[src/rtl/retire_buffer.sv]
// retire_buffer: in-order retirement queue downstream of the register renamer.
// Entries are {old_phys, new_phys} pairs. An entry is marked done by tag and commits
// in program order, freeing old_phys. A flush walks the queue youngest-first and frees
// each squashed new_phys. retire_out/retire_ena_out drive the renamer retire port.
module retire_buffer #(
    parameter int DEPTH  = 8,
    parameter int TAG_W  = 3,
    parameter int PREG_W = 4
) (
    input  logic                  clk,
    input  logic                  rst_n,
    input  logic                  ena,
    input  logic                  alloc_valid,
    input  logic [2*PREG_W-1:0]   alloc_wbs,
    output logic                  alloc_ready,
    output logic [TAG_W-1:0]      alloc_tag,
    input  logic                  done_valid,
    input  logic [TAG_W-1:0]      done_tag,
    input  logic                  flush,
    output logic [PREG_W-1:0]     retire_out,
    output logic                  retire_ena_out,
    output logic                  commit_valid,
    output logic [TAG_W:0]        count,
    output logic                  empty,
    output logic                  busy
);

    typedef enum logic {
        ST_RUN,
        ST_FLUSH
    } state_e;

    localparam logic [TAG_W:0] DEPTH_CNT = (TAG_W+1)'(DEPTH);

    state_e              state_q, state_d;
    // Pointers carry one extra wrap bit so that full and empty are distinguishable.
    logic [TAG_W:0]      head_q, head_d;
    logic [TAG_W:0]      tail_q, tail_d;
    logic [DEPTH-1:0]    done_q, done_d;
    logic [PREG_W-1:0]   old_q [DEPTH];
    logic [PREG_W-1:0]   new_q [DEPTH];
    logic [PREG_W-1:0]   retire_q, retire_d;
    logic                retire_ena_q, retire_ena_d;
    logic                commit_valid_q, commit_valid_d;

    logic                run_active;
    logic                flush_take;
    logic                accept;
    logic                commit;
    logic                done_hit;
    logic                walk;
    logic [TAG_W-1:0]    done_rel;
    logic [TAG_W:0]      walk_tail;
    logic [TAG_W-1:0]    head_idx;
    logic [TAG_W-1:0]    tail_idx;

    assign count          = tail_q - head_q;
    assign empty          = (count == '0);
    assign busy           = (state_q == ST_FLUSH);
    assign alloc_ready    = (state_q == ST_RUN) && (count < DEPTH_CNT) && !flush;
    assign alloc_tag      = tail_q[TAG_W-1:0];
    assign retire_out     = retire_q;
    assign retire_ena_out = retire_ena_q;
    assign commit_valid   = commit_valid_q;

    assign head_idx   = head_q[TAG_W-1:0];
    assign tail_idx   = tail_q[TAG_W-1:0];
    // A RUN cycle in which flush is absent: done marking, commit and allocation may act.
    assign run_active = (state_q == ST_RUN) && ena && !flush;
    assign flush_take = (state_q == ST_RUN) && ena && flush && !empty;
    assign accept     = alloc_valid && alloc_ready && ena;
    assign commit     = run_active && !empty && done_q[head_idx];
    // Distance of the completed tag from head; it is live only if it lies below count.
    assign done_rel   = done_tag - head_idx;
    assign done_hit   = run_active && done_valid && ({1'b0, done_rel} < count);
    assign walk       = (state_q == ST_FLUSH) && ena;
    assign walk_tail  = tail_q - 1'b1;

    // Next-state logic: pointers, done bits, retire port and the RUN/FLUSH state.
    always_comb begin
        // NOTE: every target gets a default before any branch, so no latch can be inferred.
        state_d        = state_q;
        head_d         = head_q;
        tail_d         = tail_q;
        done_d         = done_q;
        retire_d       = retire_q;
        retire_ena_d   = 1'b0;
        commit_valid_d = 1'b0;

        if (state_q == ST_RUN) begin
            if (flush_take) begin
                state_d = ST_FLUSH;
            end
            if (done_hit) begin
                done_d[done_tag] = 1'b1;
            end
            if (commit) begin
                head_d         = head_q + 1'b1;
                retire_d       = old_q[head_idx];
                retire_ena_d   = (old_q[head_idx] != '0);
                commit_valid_d = 1'b1;
            end
            if (accept) begin
                tail_d           = tail_q + 1'b1;
                done_d[tail_idx] = 1'b0;
            end
        end else if (walk) begin
            tail_d       = walk_tail;
            retire_d     = new_q[walk_tail[TAG_W-1:0]];
            retire_ena_d = (new_q[walk_tail[TAG_W-1:0]] != '0);
            if (walk_tail == head_q) begin
                state_d = ST_RUN;
            end
        end
    end

    // Control registers with synchronous active-low reset.
    always_ff @(posedge clk) begin
        // NOTE: sequential state uses non-blocking assignments so every register samples pre-edge values.
        if (!rst_n) begin
            state_q        <= ST_RUN;
            head_q         <= '0;
            tail_q         <= '0;
            done_q         <= '0;
            retire_q       <= '0;
            retire_ena_q   <= 1'b0;
            commit_valid_q <= 1'b0;
        end else begin
            state_q        <= state_d;
            head_q         <= head_d;
            tail_q         <= tail_d;
            done_q         <= done_d;
            retire_q       <= retire_d;
            retire_ena_q   <= retire_ena_d;
            commit_valid_q <= commit_valid_d;
        end
    end

    // Entry payload storage, written on accepted allocation.
    always_ff @(posedge clk) begin
        // NOTE: payload arrays are not reset; an entry is only read after allocation has written it.
        if (accept) begin
            old_q[tail_idx] <= alloc_wbs[2*PREG_W-1:PREG_W];
            new_q[tail_idx] <= alloc_wbs[PREG_W-1:0];
        end
    end

endmodule
[config.mk]
export PLATFORM = sky130hd
export DESIGN_NAME = retire_buffer
export DESIGN_NICKNAME = d
export VERILOG_FILES = /design/src/rtl/retire_buffer.sv
export SDC_FILE = /design/constraint.sdc
export NUM_CORES = 1
export LEC_CHECK = 0
export ABC_AREA = 0
export ABC_CLOCK_PERIOD_IN_PS = 3100
export BUFFER_PORTS_ARGS = -buffer_cell sky130_fd_sc_hd__buf_4
export CAP_MARGIN = 20
export CORE_MARGIN = 2
export CORE_UTILIZATION = 53
export CTS_CLUSTER_SIZE = 8
export DETAILED_ROUTE_END_ITERATION = 6
export GPL_TIMING_DRIVEN = 0
export PLACE_DENSITY_LB_ADDON = 0.08
export SLEW_MARGIN = 20
export SYNTH_ARGS = -nofsm -noshare
export SYNTH_HDL_FRONTEND = slang
export SYNTH_SLANG_ARGS = --single-unit
export TNS_END_PERCENT = 5
[constraint.sdc]
create_clock -name clk -period 3.1 [get_ports clk]
set_clock_uncertainty 0.2 [all_clocks]
set_input_delay 0.62 -clock clk [delete_from_list [all_inputs] [get_ports clk]]
set_output_delay 0.62 -clock clk [all_outputs]
set_load 0.005 [all_outputs]
==> results.yml, run 1 <==
floorplanning:
  die-area_mm2: 0.00838
  die_width_um: 91.5
  initial_core_util_pct: 55.4
  die_h_um: 91.5
  num_io_pins: 33
  core.rowCount: 31
  design.core.area_mm2: 0.00733
clock_network:
  ctsRootBufferMaster: "sky130_fd_sc_hd__clkbuf_8"
  number_of_buffers_inserted_during_clock_tree_synthesis: 9
  insertion_delay_ns: 0.36
  cts_htree_levels: 3
  tritoncts_clock_tree: "built"
  clock_sinks: 90
  cts-root-to-sink-buffers: 2
  clkSlewWorstSetupHoldPaths_ns: 0.09
run_status:
  violations: "setup timing"
  status: "finished, violations left"
global_routing:
  grt_start_max_net_pins: 17
  first_global_vias: 2433
  antenna_found_initial: 0
  grt_overflow_total: 0
  grt_first_pass_wirelength_um: 13300
  overall_global_routing_usage_pct: 21.6
worst_setup_path:
  worstPathRequired_ns: 2.28
  worstPathArrival_ns: 2.32
  critical_path_peak_fanout: 10
  critical_path.startpoint_type: "register"
  worst_setup_path_end_kind: "primary output"
  setup.worst_path.class: "reg2out"
finish:
  filler_cell_count: 520
  n_antenna_cell: 0
  final_layout_size_suffix_gt1_share_pct: 30.6
  layout.area.seq_mm2: 0.00245
  areaGrowthSynthToFinish_pct: 19.7
  multiInputGateArea_mm2: 0.00154
  nNetsFinal: 376
power:
  static-leakage-power_nw: 1.72
  vdd_drop_max_mv: 0.323
  design_power_total_w: 0.00262
  power_density_mw_per_mm2: 539
logic_synthesis:
  yosys_most_used_dff: "sky130_fd_sc_hd__edfxtp_1"
  synth-seq-area-share_pct: 60.1
  synth-async-reset-ratio_pct: 0
  syn-num-nets: 322
  synth_xor_area_share_pct: 1.94
  post_synth_main_area_contributors: "sky130_fd_sc_hd__edfxtp_1 (47%), sky130_fd_sc_hd__dfxtp_1 (13%), sky130_fd_sc_hd__mux4_2 (9.4%)"
  syn-cell-area_mm2: 0.00406
  post_synth_and_or_nand_nor_area_fraction_pct: 8.10
  postSynthCellCount: 294
  post-synth-top-count-cell: "sky130_fd_sc_hd__edfxtp_1"
  synth_warn: 0
  post_synth_mux_area_share_pct: 13.6
  yosys.area.top_type: "sky130_fd_sc_hd__edfxtp_1"
  synth_largest_type_area_fraction_pct: 47.3
  synth_area_per_cell_um2: 13.8
  synth_commonest_cells: "sky130_fd_sc_hd__edfxtp_1 (64), sky130_fd_sc_hd__dfxtp_1 (26), sky130_fd_sc_hd__inv_1 (19)"
  combinational_family_with_the_most_area_after_synthesis: "multiplexers"
  synth_enable_flop_cells: 64
  post_synth_fa_ha_maj_area_fraction_pct: 3.76
  synth.lib_cells_used.distinct: 45
  synth-compound-area-share_pct: 8.66
  ffs_latches_synth: 90
place:
  number_of_buffers_inserted_by_port_buffering: 32
  dpl_worst_slack_ns: -0.552
  dp_hpwl_um: 5850
  routabilityCongestion: 0.820
detailed_routing:
  routed_length_per_placed_instance_um: 19.0
  antenna_violating_nets_post_route: 0
  detailroute.via_count: 2579
  drt_wl_total_um: 8570
  dr.pass1.iters: 4
  initialDrtViolationCount: 176
  route.detailed.drc: 0
  vias_per_cell: 5.71
sta:
  grt_setup_unrepaired: "true"
  fmaxAchievable_ghz: 0.319
  layout_min_cycle_time_ns: 3.14
  post-route-period-util_pct: 101
  worst_slew_pin_slew_ns: 0.664
  drv_slew: 0
  hold_viol: 0
  finalSetupViolCount: 1
  final.setup.worst_slack_ns: -0.0353
  worst_slew_margin_rel_pct: 55.7
  totalNegativeSetupSlack_ns: -0.0353
flow_run:
  cap_viol_max_count: 0
hold_path:
  holdCritPathClass: "reg2reg"
[cells in the final DEF (no fill, tap or decap), types with 4 or more instances in the layout]
cell	count
sky130_fd_sc_hd__a211oi_1	8
sky130_fd_sc_hd__a21oi_1	11
sky130_fd_sc_hd__buf_4	48
sky130_fd_sc_hd__clkbuf_1	6
sky130_fd_sc_hd__clkbuf_8	9
sky130_fd_sc_hd__dfxtp_1	22
sky130_fd_sc_hd__edfxtp_1	64
sky130_fd_sc_hd__ha_1	8
sky130_fd_sc_hd__inv_1	18
sky130_fd_sc_hd__mux2i_1	17
sky130_fd_sc_hd__mux4_2	17
sky130_fd_sc_hd__nand2_1	15
sky130_fd_sc_hd__nand2b_1	8
sky130_fd_sc_hd__nand3_1	6
sky130_fd_sc_hd__nor2_1	4
sky130_fd_sc_hd__nor2_2	6
sky130_fd_sc_hd__nor3_1	7
sky130_fd_sc_hd__o2111ai_1	4
sky130_fd_sc_hd__o21ai_0	4
sky130_fd_sc_hd__xnor2_1	5
[worst paths after layout]
path | start | end | slack, ns | cells past startpoint
hold reg to reg | done_q[0] | done_q[0] | 0.26 | 2
hold / removal | done_q[0] | done_q[0] | 0.26 | 2
setup / recovery | tail_q[0] | alloc_ready | -0.04 | 9
setup reg to reg | tail_q[0] | new_q[0][0] | 0.12 | 9
[per-stage QoR]
step | std cells | area (µm²) | hold slack, ns | utilization [%]
6_report | 452 | 4860 | 0.261 | 66.3
2_1_floorplan | 294 | 4060 | 0.231 | -
3_5_place_dp | 427 | 4450 | 0.243 | 60.7
3_3_place_gp | 425 | 4430 | 0.245 | 60.4
4_1_cts | 446 | 4770 | 0.260 | 65.1
5_1_grt | 452 | 4860 | 0.277 | 66.3
[state kept, by name (all words and copies together), names as in the netlist, named ones only]
name,flops
new_q,32
old_q,32
done_q,8
head_q,4
retire_out,4
tail_q,4
busy,1
commit_valid,1
retire_ena_out,1
[cell families after synthesis]
logic type,Yosys count
muxes,34
DFF,90
and+or+nand+nor,64
buffers and inverters,36
xor gates and xnor gates,9
adders and majority gates,11
AOI/OAI and AO/OA,50
[area by class of cell]
cell class,instances,share of cell area [%]
clock inverter,7,2.52
buffer,15,1.96
timing repair buffer,44,6.80
sequential,90,50.4
multi-input combinational,168,31.6
inverter,20,1.62
clock buffer,9,2.55
tap,99,2.55
[critical path: stages, from the launching register on]
cell                         delay (ns)
sky130_fd_sc_hd__dfxtp_4           0.39
sky130_fd_sc_hd__buf_12            0.15
sky130_fd_sc_hd__clkinvlp_4        0.12
sky130_fd_sc_hd__ha_1              0.24
sky130_fd_sc_hd__nand3b_1          0.19
sky130_fd_sc_hd__buf_4             0.16
sky130_fd_sc_hd__a21oi_4           0.25
sky130_fd_sc_hd__nor2_4            0.09
sky130_fd_sc_hd__nor3_1            0.21
sky130_fd_sc_hd__buf_4             0.17
[routing by layer]
layer	vias up	wire length [µm]	share of wire (%)	track usage, %
li1	1227	-	-	-
met1	1263	3850	45	29.7
met2	76	4050	47	33.1
met3	13	541	6.3	5.31
met4	0	127	1.5	8.96
met5	-	0	0	0
[where the power goes]
group	internal [W]	switching, W
registers	0.00130	0.0000124
logic	0.000159	0.000180
clock network	0.000544	0.000426
total	0.00200	0.000618
[what timing repair did]
| item | 4_1_cts | 5_1_grt |
|---|---|---|
| hold buffers | 0 | 0 |
| setup buffers | 3 | 7 |
| resized for setup | 17 | 9 |
| endpoints found under the setup margin | 83 | 50 |
| pin swaps | 1 | 2 |
Power figures use the tool's default switching activity.
==> inputs of run 2 (changes only) <==
- CORE_ASPECT_RATIO: default -> 0.5
==> run 2 against run 1 <==
  * The run now ends clean
  * Design area decreased by 0.23%
  * First-iteration DRC count increased by 10%
  * Power down 0.59%
  * Register-to-register slack lost 0.03 ns
  * Global-route usage grew 0.93 points
  * Clock power down 2%
  * Count of clock-buffer cells in the layout did not move
  * Final cell count down 2.0%
  * Sequential share of layout area grew 0.065 points
  * Via count fell by 0.39%
==> results.yml, run 2 (synthesis gave the netlist of run 1 again) <==
run_status:
  status: "finished, final reports clean"
worst_setup_path:
  worstPathArrival_ns: 2.21
  worst_setup_path_end_kind: "primary output"
  ff2ff_setup_slack_ns: 0.09
  crit-reg2reg-capture: "old_q[6][1]"
  critical_path_peak_fanout: 10
  worstPathRequired_ns: 2.28
  setup.worst_path.class: "reg2out"
  reg2regPathDepth: 5
  critical_path.startpoint_type: "register"
  worstReg2RegStart: "busy"
clock_network:
  holdBufCountCts: 0
  cts-root-to-sink-buffers: 2
  ctsRootBufferMaster: "sky130_fd_sc_hd__clkbuf_16"
  clock_sinks: 90
  clkSlewWorstSetupHoldPaths_ns: 0.06
  number_of_buffers_inserted_during_clock_tree_synthesis: 9
  tritoncts_clock_tree: "built"
  insertion_delay_ns: 0.33
  cts_htree_levels: 3
place:
  number_of_buffers_inserted_by_port_buffering: 32
  dpl_worst_slack_ns: -0.747
  dp_hpwl_um: 5940
  routabilityCongestion: 0.838
finish:
  top_regs: "new_q x32, old_q x32, done_q x8"
  final_util_pct: 65.7
  n_antenna_cell: 0
  multiInputGateArea_mm2: 0.00154
  mostFrequentLayoutCell: "sky130_fd_sc_hd__edfxtp_1"
  filler_cell_count: 552
  mostFrequentLayoutCells: "sky130_fd_sc_hd__edfxtp_1 (64), sky130_fd_sc_hd__buf_4 (43), sky130_fd_sc_hd__dfxtp_1 (24)"
  layout.area.seq_mm2: 0.00245
  nNetsFinal: 372
  final_layout_size_suffix_gt1_share_pct: 28.5
  areaGrowthSynthToFinish_pct: 19.4
sta:
  drv_slew: 0
  totalNegativeSetupSlack_ns: 0
  layout_min_cycle_time_ns: 3.03
  hold_viol: 0
  post-route-period-util_pct: 97.7
  final.setup.worst_slack_ns: 0.0726
  grt_setup_unrepaired: "true"
  fmaxAchievable_ghz: 0.330
  worst_slew_pin_slew_ns: 0.753
  final.hold.worst_slack_ns: 0.256
  worst_slew_margin_rel_pct: 49.8
  finalSetupViolCount: 0
detailed_routing:
  initialDrtViolationCount: 194
  routed_length_per_placed_instance_um: 19.4
  detailroute.via_count: 2569
  dr.pass1.iters: 5
  drt_wl_total_um: 8600
  vias_per_cell: 5.80
  route.detailed.drc: 0
  antenna_violating_nets_post_route: 0
floorplanning:
  initial_core_util_pct: 55.1
  design.core.area_mm2: 0.00738
  die_width_um: 128
  core.rowCount: 22
  die_h_um: 65.9
  die-area_mm2: 0.00842
  num_io_pins: 33
global_routing:
  grt_first_pass_wirelength_um: 13500
  grt_start_max_net_pins: 15
  antenna_found_initial: 0
  overall_global_routing_usage_pct: 22.5
  grt_overflow_total: 0
  first_global_vias: 2548
hold_path:
  hold-path-cell-count: 2
  hold_end: "done_q[4]"
  beginning_of_the_worst_hold_path: "done_q[4]"
  holdCritPathClass: "reg2reg"
power:
  power_density_mw_per_mm2: 537
  vdd_drop_max_mv: 0.424
  static-leakage-power_nw: 1.70
flow_run:
  cap_viol_max_count: 0
==> run 2: metal layers <==
metal	global-route usage, %	wire (µm)
met1	29.9	3850
met2	34.2	3940
met3	7.12	588
met4	10.9	215
met5	0	0
==> run 2: worst max-delay path by stage <==
stage	startpoint	end	slack, ns
floorplan	tail_q[0]	new_q[1][0]	0.04
global placement	tail_q[0]	old_q[0][3]	-1.16
detailed placement	tail_q[0]	old_q[6][2]	-0.75
CTS	head_q[1]	alloc_ready	-0.01
global route	head_q[2]	alloc_ready	-0.09
finish	tail_q[0]	empty	0.07
==> run 2: repair_timing <==
action	4_1_cts	5_1_grt
pin swaps	1	1
resized for setup	15	10
setup buffers	3	3
endpoints found under the setup margin	86	74
==> run 2: worst max-delay path: stages, from the launching register on <==
cell and delay [ns]:
sky130_fd_sc_hd__dfxtp_4 0.41, sky130_fd_sc_hd__buf_12 0.16, sky130_fd_sc_hd__inv_1 0.11, sky130_fd_sc_hd__ha_2 0.22
sky130_fd_sc_hd__nand3b_1 0.21, sky130_fd_sc_hd__and3_1 0.19, sky130_fd_sc_hd__buf_2 0.17, sky130_fd_sc_hd__o2111ai_4 0.20
sky130_fd_sc_hd__inv_2 0.06, sky130_fd_sc_hd__buf_4 0.13
==> run 2: area by class of cell <==
class / instances / share of cell area (%)
inverters: 20 / 1.55
clock inverters: 5 / 0.671
repair buffers: 40 / 6.45
flip-flops and latches: 90 / 50.5
multi-input cells: 168 / 31.8
plain buffers: 15 / 1.91
clock buffers: 9 / 4.64
well taps: 96 / 2.48
==> run 2: per-stage QoR <==
| stage | std cells | total power (W) | area [µm²] |
|---|---|---|---|
| finish | 443 | 0.00261 | 4850 |
| global route | 443 | 0.00271 | 4850 |
| CTS | 441 | 0.00260 | 4780 |
| detailed placement | 424 | 0.00163 | 4450 |
| global placement | 422 | 0.00162 | 4420 |
| floorplan | 294 | 0.00152 | 4060 |
==> run 2: power by group <==
part | internal, W | leakage [nW] | switching, W
Clock | 0.000532 | 0.123 | 0.000422
Sequential | 0.00130 | 0.787 | 0.0000126
Combinational | 0.000159 | 0.794 | 0.000179
==> inputs of run 3 (changes only) <==
- SETUP_SLACK_MARGIN: default -> 0.2
==> run 3 against run 2 <==
  * Setup slack improved by 0.073 ns
  * Combinational power rose by 4%
  * Critical path depth did not move
==> results.yml, run 3 (synthesis gave the netlist of run 1 again) <==
run_status:
  status: "finished, final reports clean"
worst_setup_path:
  worst_setup_path_end_kind: "primary output"
  worstPathRequired_ns: 2.28
  critical_path_cell_list: "buf_12 -> clkinvlp_4 -> ha_2 -> nand3b_1 -> and3_1 -> buf_2 -> o2111ai_4 -> inv_2 -> buf_4"
  worstPathArrival_ns: 2.13
  critical_path_peak_fanout: 5
  crit_cells: 9
  setup.worst_path.start: "tail_q[0]"
  cp_num_buf_inv: 5
  cp_top_family: "buffers and inverters"
  setup.worst_path.class: "reg2out"
  worstReg2RegStart: "busy"
  slowest_delay_ns: 0.39
  reg2regPathDepth: 5
  critical_path.startpoint_type: "register"
  critPathSlowestCell: "sky130_fd_sc_hd__dfxtp_4"
floorplanning:
  die-area_mm2: 0.00842
  die_width_um: 128
  core.rowCount: 22
  initial_core_util_pct: 55.1
  die_h_um: 65.9
  design.core.area_mm2: 0.00738
  num_io_pins: 33
finish:
  nNetsFinal: 379
  top_regs: "new_q x32, old_q x32, done_q x8"
  final_layout_size_suffix_gt1_share_pct: 31.7
  areaGrowthSynthToFinish_pct: 21.7
  post-route-cell-area_mm2: 0.00494
  final-instance-count-excl-fill: 452
  mostFrequentLayoutCells: "sky130_fd_sc_hd__edfxtp_1 (64), sky130_fd_sc_hd__buf_4 (48), sky130_fd_sc_hd__dfxtp_1 (22)"
  mostFrequentLayoutCell: "sky130_fd_sc_hd__edfxtp_1"
  n_antenna_cell: 0
sta:
  grt_setup_unrepaired: "true"
  layout_min_cycle_time_ns: 2.95
  drv_slew: 0
  hold_viol: 0
  worst_slew_pin_slew_ns: 0.744
  final.setup.worst_slack_ns: 0.145
  worst_slew_margin_rel_pct: 50.2
  post-route-period-util_pct: 95.3
  finalSetupViolCount: 0
  fmaxAchievable_ghz: 0.338
clock_network:
  number_of_buffers_inserted_during_clock_tree_synthesis: 9
  tritoncts_clock_tree: "built"
  insertion_delay_ns: 0.34
  ctsRootBufferMaster: "sky130_fd_sc_hd__clkbuf_16"
  clock_sinks: 90
  cts_htree_levels: 3
  clkSlewWorstSetupHoldPaths_ns: 0.06
  cts-root-to-sink-buffers: 2
detailed_routing:
  detailroute.via_count: 2573
  route.detailed.drc: 0
  initialDrtViolationCount: 168
  antenna_violating_nets_post_route: 0
  routed_length_per_placed_instance_um: 19.5
  vias_per_cell: 5.69
  dr.pass1.iters: 4
  drt_wl_total_um: 8800
global_routing:
  first_global_vias: 2426
  antenna_found_initial: 0
  grt_first_pass_wirelength_um: 13400
  grt_overflow_total: 0
  overall_global_routing_usage_pct: 22.6
  grt_start_max_net_pins: 16
place:
  placedCellCount: 423
  dpl-instance-area_mm2: 0.00444
  routabilityCongestion: 0.843
  number_of_buffers_inserted_by_port_buffering: 32
  dp_hpwl_um: 5850
  dpl_worst_slack_ns: -0.697
power:
  vdd_drop_max_mv: 0.518
  power_density_mw_per_mm2: 537
  static-leakage-power_nw: 1.74
hold_path:
  beginning_of_the_worst_hold_path: "done_q[4]"
  holdCritPathClass: "reg2reg"
  hold-path-cell-count: 2
flow_run:
  cap_viol_max_count: 0
[run 3: cell count changes in the layout (fill, tap and decap cells not counted), sizes merged]
cell / delta
clkinvlp: +1
clkinv: +1
inv: -1
clkbuf: +1
buf: +7
[run 3: path summary, 6_finish.rpt]
| kind | endpoint | slack [ns] |
|---|---|---|
| worst max-delay path | empty | 0.15 |
| worst min-delay path | done_q[4] | 0.26 |
| worst min register to register | done_q[4] | 0.26 |
| worst max register to register | new_q[3][2] | 0.19 |
[run 3: worst min-delay path: cells and delay by family (launching register included)]
kind / cells / cell delay, ns
AO/OA/AOI/OAI: 1 / 0.06
flip-flops: 1 / 0.31
buffers and inverters: 1 / 0.05
[run 3: timing repair]
| action | CTS | global route |
|---|---|---|
| hold buffers | 0 | 0 |
| setup endpoints to repair | 92 | 79 |
| pin swaps | 4 | 2 |
| resized for setup | 25 | 9 |
| buffers inserted | 3 | 10 |
[run 3: metrics by stage]
stage | TNS [ns] | util [%] | hold slack [ns] | total power [W]
5_1_grt | 0 | 67.0 | 0.285 | 0.00275
3_3_place_gp | -48.01 | 60.0 | 0.241 | 0.00162
6_report | 0 | 67.0 | 0.261 | 0.00265
2_1_floorplan | 0 | - | 0.231 | 0.00152
3_5_place_dp | -41.50 | 60.2 | 0.250 | 0.00163
4_1_cts | 0 | 65.4 | 0.262 | 0.00264
[run 3: power breakdown]
| group | internal [W] | switching (W) | total (W) | leakage [nW] |
|---|---|---|---|---|
| clock | 0.000544 | 0.000442 | 0.000986 | 0.130 |
| combinational | 0.000170 | 0.000183 | 0.000353 | 0.820 |
| sequential | 0.00130 | 0.0000118 | 0.00131 | 0.789 |
| total | 0.00202 | 0.000637 | 0.00265 | 1.74 |
[run 3: routing by layer]
layer | up-vias | wire [µm] | part of all wire (%) | GRT usage, %
met4 | 0 | 101 | 1.1 | 8.52
met1 | 1256 | 3860 | 44 | 29.8
li1 | 1233 | - | - | -
met2 | 76 | 4310 | 49 | 35.9
met5 | - | 0 | 0 | 0
met3 | 8 | 536 | 6.1 | 6.80
[run 3: layout make-up]
cell class	count	area, µm²
buffer	16	100
clock buffer	10	229
clock inverter	6	42.5
fill	547	2440
inverter	20	78.8
multi-input combinational	168	1560
sequential	90	2450
tap	96	120
timing repair buffer	46	358
